===== src/rtl/regfile_wb_arbiter.sv =====
// regfile_wb_arbiter
// Write-back arbiter for the 32x32 register file. Two requesters share the
// register file's single write port: A (ALU result) and B (load result).
// Each requester has a one-entry holding register. Pending writes issue
// oldest-first through a registered write port. Read-after-write hazards
// against the two decode-stage read addresses are flagged combinationally.
//
// Ports:
//   clk, rst                  clock and asynchronous active-high reset
//   a_valid/a_ready/a_addr/a_data   requester A write offer and handshake
//   b_valid/b_ready/b_addr/b_data   requester B write offer and handshake
//   chk_en, chk_addrA, chk_addrB    decode-stage read enable and addresses
//   rf_memread                passthrough of chk_en to the register file
//   rf_memwrite, rf_addrWR, rf_write_data   registered write port
//   hazard                    a held, not-yet-issued write targets a read address
//   wr_count                  number of writes issued, wraps

module regfile_wb_arbiter #(
  parameter int CNT_W = 16
) (
  input  logic             clk,
  input  logic             rst,
  input  logic             a_valid,
  output logic             a_ready,
  input  logic [4:0]       a_addr,
  input  logic [31:0]      a_data,
  input  logic             b_valid,
  output logic             b_ready,
  input  logic [4:0]       b_addr,
  input  logic [31:0]      b_data,
  input  logic             chk_en,
  input  logic [4:0]       chk_addrA,
  input  logic [4:0]       chk_addrB,
  output logic             rf_memread,
  output logic             rf_memwrite,
  output logic [4:0]       rf_addrWR,
  output logic [31:0]      rf_write_data,
  output logic             hazard,
  output logic [CNT_W-1:0] wr_count
);

  typedef struct packed {
    logic        full;
    logic [4:0]  addr;
    logic [31:0] data;
  } hold_t;

  hold_t hold_a;
  hold_t hold_b;
  logic  b_older;
  logic  grant_a;
  logic  grant_b;
  logic  a_accept;
  logic  b_accept;
  logic  hit_a;
  logic  hit_b;

  // Oldest-first grant: a lone full entry always wins; with both full the
  // age bit decides.
  always_comb begin
    grant_a = hold_a.full & (~hold_b.full | ~b_older);
    grant_b = hold_b.full & (~hold_a.full | b_older);
  end

  // A granted entry is vacated on this edge, so it can be refilled at once;
  // this is what keeps a lone streaming requester at full throughput.
  assign a_ready  = ~hold_a.full | grant_a;
  assign b_ready  = ~hold_b.full | grant_b;
  assign a_accept = a_valid & a_ready;
  assign b_accept = b_valid & b_ready;

  assign rf_memread = chk_en;

  // Only held entries matter: the output register's write lands at the
  // falling edge and is visible to the combinational read in the same cycle.
  assign hit_a  = hold_a.full & ((hold_a.addr == chk_addrA) | (hold_a.addr == chk_addrB));
  assign hit_b  = hold_b.full & ((hold_b.addr == chk_addrA) | (hold_b.addr == chk_addrB));
  assign hazard = chk_en & (hit_a | hit_b);

  // Holding registers and age tracking. A newly accepted write is always
  // the youngest; a simultaneous pair treats A as the older one.
  always_ff @(posedge clk or posedge rst) begin
    if (rst) begin
      hold_a  <= '0;
      hold_b  <= '0;
      b_older <= 1'b0;
    end else begin
      if (a_accept) begin
        hold_a <= '{full: 1'b1, addr: a_addr, data: a_data};
      end else if (grant_a) begin
        hold_a.full <= 1'b0;
      end

      if (b_accept) begin
        hold_b <= '{full: 1'b1, addr: b_addr, data: b_data};
      end else if (grant_b) begin
        hold_b.full <= 1'b0;
      end

      // B is older only if it is still held after this edge while A refills.
      if (a_accept && !b_accept) begin
        b_older <= hold_b.full & ~grant_b;
      end else if (b_accept) begin
        b_older <= 1'b0;
      end
    end
  end

  // Registered write port; address and data hold their last value when idle.
  always_ff @(posedge clk or posedge rst) begin
    if (rst) begin
      rf_memwrite   <= 1'b0;
      rf_addrWR     <= '0;
      rf_write_data <= '0;
      wr_count      <= '0;
    end else begin
      if (grant_a) begin
        rf_memwrite   <= 1'b1;
        rf_addrWR     <= hold_a.addr;
        rf_write_data <= hold_a.data;
        wr_count      <= wr_count + 1'b1;
      end else if (grant_b) begin
        rf_memwrite   <= 1'b1;
        rf_addrWR     <= hold_b.addr;
        rf_write_data <= hold_b.data;
        wr_count      <= wr_count + 1'b1;
      end else begin
        rf_memwrite   <= 1'b0;
      end
    end
  end

endmodule


===== config.mk =====
export PLATFORM = sky130hd
export DESIGN_NAME = regfile_wb_arbiter
export DESIGN_NICKNAME = d
export VERILOG_FILES = /design/src/rtl/regfile_wb_arbiter.sv
export SDC_FILE = /design/constraint.sdc
export NUM_CORES = 1
export LEC_CHECK = 0
export ABC_AREA = 1
export ABC_CLOCK_PERIOD_IN_PS = 12150
export CAP_MARGIN = 5
export CORE_ASPECT_RATIO = 2
export CORE_UTILIZATION = 35
export CTS_CLUSTER_SIZE = 25
export DETAILED_ROUTE_END_ITERATION = 10
export PLACE_DENSITY = 0.61
export SYNTH_ARGS = -nofsm -noshare
export SYNTH_HDL_FRONTEND = slang
export SYNTH_SLANG_ARGS = --single-unit

===== constraint.sdc =====
create_clock -name clk -period 12.15 [get_ports clk]
set_clock_uncertainty 0.15 [all_clocks]
set_input_delay 3.645 -clock clk [delete_from_list [all_inputs] [get_ports clk]]
set_output_delay 3.645 -clock clk [all_outputs]
set_load 0.005 [all_outputs]

**After elaboration in Yosys (flattened, before gate mapping)**

Cells that the tools add are included.

- Add/sub/neg operators: 1
- Eq/ne operators: 4
- Bitwise gates (word level): 19
- Reductions and logical operators: 6
- Multiplexer cells: 14

Operator list:

| cell | number |
|---|---|
| $mux W32 | 2 |
| $mux W16 | 2 |
| $eq A5 B5 Y1 | 4 |
| $add A16 B1 Y16 const B | 1 |
| $mux W5 | 2 |
| $and A1 B1 Y1 | 8 |
| $mux W1 | 8 |
| $reduce_bool A2 Y1 | 4 |
| $or A1 B1 Y1 | 7 |
| $not A1 Y1 | 4 |
| $logic_and A1 B1 Y1 | 1 |
| $logic_not A1 Y1 | 1 |

- Register bits: 131
- Input bits: 89
- Word-level logic and storage cells: 55
- Output and inout bits: 58

**Depth between registers and ports, before layout**

- Depth after elaboration: 8
- Depth in mapped cells: 8
- Depth with buffers taken out: 8

**Worst setup path after synthesis**

Ideal clock, no wire load.

- Kind: input to output
- From: input port chk_addrB[1]
- To: output port hazard
- Data arrival time: 4,167 ps
- Stages on the path: 8
- Setup slack: 4,188 ps
- Cells stage by stage: inv_1 nand2_1 nand2_1 nor2_1 nand3_1 nand2_1 nand2_1 a21oi_1

- Longest elaborated chain between the ends: 5
- Elaborated cells between the ends (all ways): 8
- Classes of those cells: eq/ne: 2; bitwise: 6

RTL lines:

| what | RTL line | text |
|---|---|---|
| start: declaration | 33 | `input logic [4:0] chk_addrB,` |
| $eq A5 B5 Y1 (on tied branches) | 76, 77 |  |
| $or A1 B1 Y1 (on tied branches) | 76, 77 |  |
| $and A1 B1 Y1 (on tied branches) | 76, 77 |  |
| $or A1 B1 Y1 (*) | 78 | `assign hazard = chk_en & (hit_a \| hit_b);` |
| $and A1 B1 Y1 (*) | 78 |  |
| end: declaration | 38 | `output logic hazard,` |

Every way passes the cells marked *; elsewhere a longest branch is shown, timed or not.

**Worst setup path in the final report**

- From: input port chk_addrA[3]
- To: output port hazard

- Longest elaborated chain between the ends: 5
- Elaborated cells between the ends (all ways): 8
- Classes of those cells: eq/ne: 2; bitwise: 6

RTL lines:

| what | RTL line | text |
|---|---|---|
| start: declaration | 32 | `input logic [4:0] chk_addrA,` |
| $eq A5 B5 Y1 (on tied branches) | 76, 77 |  |
| $or A1 B1 Y1 (on tied branches) | 76, 77 |  |
| $and A1 B1 Y1 (on tied branches) | 76, 77 |  |
| $or A1 B1 Y1 (*) | 78 |  |
| $and A1 B1 Y1 (*) | 78 |  |

Marked as above.

==> results.ini <==
[die]
die_h_um = 185
die_x_um = 93.4
ios = 147
start_util = 0.360
dieArea_mm2 = 0.0173
num_rows = 66
core_area_mm2 = 0.0163

[logic_synthesis]
synth_edf_count = 0
async_reset_ff_frac = 1.00
seq_area_frac_synth = 0.560
synth.top_cells.by_area = dfrtp_1 56%, mux2_4 7.7%, nand2_1 7.2%, mux2_1 5.6%, nor2_1 3.9%
synth_area_mm2 = 0.00585
yosysTopAreaCellShare = 0.560
ys.warnings.count = 0
avgSynthCellArea_um2 = 10.5
yosysUniqueCellTypes = 26
synth_flop_cell = dfrtp_1
synth_top_area_cell = dfrtp_1
syn_inst = 555
syn_nets = 645
postSynthRegisterBits = 131

[timing]
tns_ps = 0
post-route-min-period_ps = 9210
rsz0062_at_grt = false
finalSetupViolations = 0
fin_crit_sh = 0.758
hold_violations = 0
tightest_slew_ps = 983
relSlewSlack = 0.343
max_freq_mhz = 109
layout_setup_ws_ps = 2940
slew_violations = 0

[clock_network]
clk_latency_ps = 420
cts_inserted_buffers = 17
cts_setup_buffers = 0
root_buffer = clkbuf_16
cts_tree = yes
hold_buffers = 0
htreeDepth = 4
clock_path_buffers = 2
cts.clk_slew.worst_paths_ps = 60
clock-sinks = 131
cts_resized = 0

[worst_hold_path]
hold_class = reg2reg
hold_start = wr_count[15]
min_to = wr_count[15]
whs_path_depth = 1

[grt]
grt_pass1_vias = 4588
overflow = 0
grt_max_degree = 69
grt_antenna_before_repair = 1
grt_pass1_wl_um = 24400
gr-usage-all-layers = 0.190

[routing]
drt_wl_total_um = 15400
via_count = 4410
wire_per_inst_um = 16.9
ant_nets = 0
vias_per_cell = 4.81
drc = 0
firstDrtPassIters = 4
drtIter0Drc = 209

[setup_path]
rr_startpoint = hold_b[37]
rrSetupSlack_ps = 9310
crit_type = in2out
cp_top_family = buffers and inverters
crit_path_top_delay_cell = clkdlybuf4s50_1
cp_cell_sequence = clkdlybuf4s50_1, inv_1, nand2_1, nand2_1, nor2_1, nand3_1, nand2_1, nand2_1, a21oi_1, clkdlybuf4s50_1
crit_buf_inv = 3
crit_top_cell = nand2_1
cp.required_ps = 8350
r2r_end = rf_write_data[26]
cp-start-kind = input pin
cp.arrival_ps = 5420
crit_path_end_kind = output pin
critical_path.max_stage_delay_ps = 540
cp_max_fo = 3
rr_worst_depth = 6

[final_layout]
syn_to_final_growth_pct = 37.4
nFillCells = 1481
final_common_cell = clkdlybuf4s50_1
final_nets = 788
most-common-layout-cells = 146 x clkdlybuf4s50_1, 131 x dfrtp_1, 112 x nand2_1
drive_gt1_frac = 0.114
fin_util = 0.494
stdcell_count = 916

[power]
p_int_w = 0.00103
vdd_drop_max_uv = 95.2
power.total_w = 0.00142
seqPwrFrac = 0.404
p_leak_nw = 3.63
p_sw_w = 0.000389
p_per_area_mw_per_mm2 = 177
pwr-share-comb = 0.204
switching_share = 0.274
p_clk_frac = 0.392

[run_status]
run_status = complete, no violations

[job]
max_cap_viol_count = 0

[placement]
gp_congestion = 0.834
place.port_buffers = 146
place_inst = 883
dp_hpwl_um = 10500
pre_cts_ws_ps = 2950

==> cell families after synthesis <==
family,count (synthesis),synth area share
compound gates,68,0.0586
xor+xnor,21,0.0314
fa+ha+maj,1,0.00214
buf+inv,58,0.0571
flops,131,0.560
mux,64,0.142
simple gates,212,0.148
==> final cells by class <==
| class | count | area (um^2) | area share |
|---|---|---|---|
| diodes | 1 | 2.50 | 0.000311 |
| multi-input cells | 366 | 2250 | 0.280 |
| clock buffers | 17 | 425 | 0.0529 |
| clock inverters | 15 | 218 | 0.0271 |
| inverters | 34 | 133 | 0.0165 |
| repair buffers | 148 | 1480 | 0.184 |
| flip-flops and latches | 131 | 3280 | 0.408 |
| well taps | 204 | 255 | 0.0318 |
==> stage by stage <==
| step | area [um^2] | hold slack (ps) |
|---|---|---|
| floorplan | 5850 | 311 |
| global placement | 7390 | 315 |
| detailed placement | 7390 | 321 |
| CTS | 8040 | 331 |
| global route | 8040 | 357 |
| finish | 8040 | 331 |
==> worst max path at each step <==
stage,from,endpoint,slack [ps],cells past startpoint
floorplan,chk_addrB[1],hazard,4190,8
global placement,chk_addrA[4],hazard,2960,10
detailed placement,chk_addrA[3],hazard,2950,10
CTS,chk_addrA[3],hazard,2940,10
global route,chk_addrA[1],hazard,2790,10
finish,chk_addrA[3],hazard,2940,10
==> power groups by stage <==
stage	Clock (W)	Combinational [W]	Sequential, W
2_1_floorplan	0	0.000151	0.000569
3_3_place_gp	0	0.000288	0.000579
3_5_place_dp	0	0.000295	0.000583
4_1_cts	0.000570	0.000296	0.000576
5_1_grt	0.000589	0.000321	0.000585
6_report	0.000557	0.000291	0.000576
==> cell usage after synthesis (9+ instances only) <==
cell,instances
a21oi_1,11
dfrtp_1,131
inv_1,30
mux2_1,29
mux2_4,30
nand2_1,112
nand3_1,31
nor2_1,60
o21ai_0,36
o21ai_1,20
xnor2_1,9
xor2_1,12
==> registers in the layout, indices dropped and copies added (netlist names) <==
| name | count |
|---|---|
| hold_a | 38 |
| hold_b | 38 |
| rf_write_data | 32 |
| wr_count | 16 |
| rf_addrWR | 5 |
| b_older | 1 |
| rf_memwrite | 1 |
==> metal layers <==
metal	wire (um)	global-route usage
met5	0	0
met4	452	0.0954
met3	498	0.0324
met2	8500	0.345
met1	5990	0.209
Power figures use the tool's default switching activity.
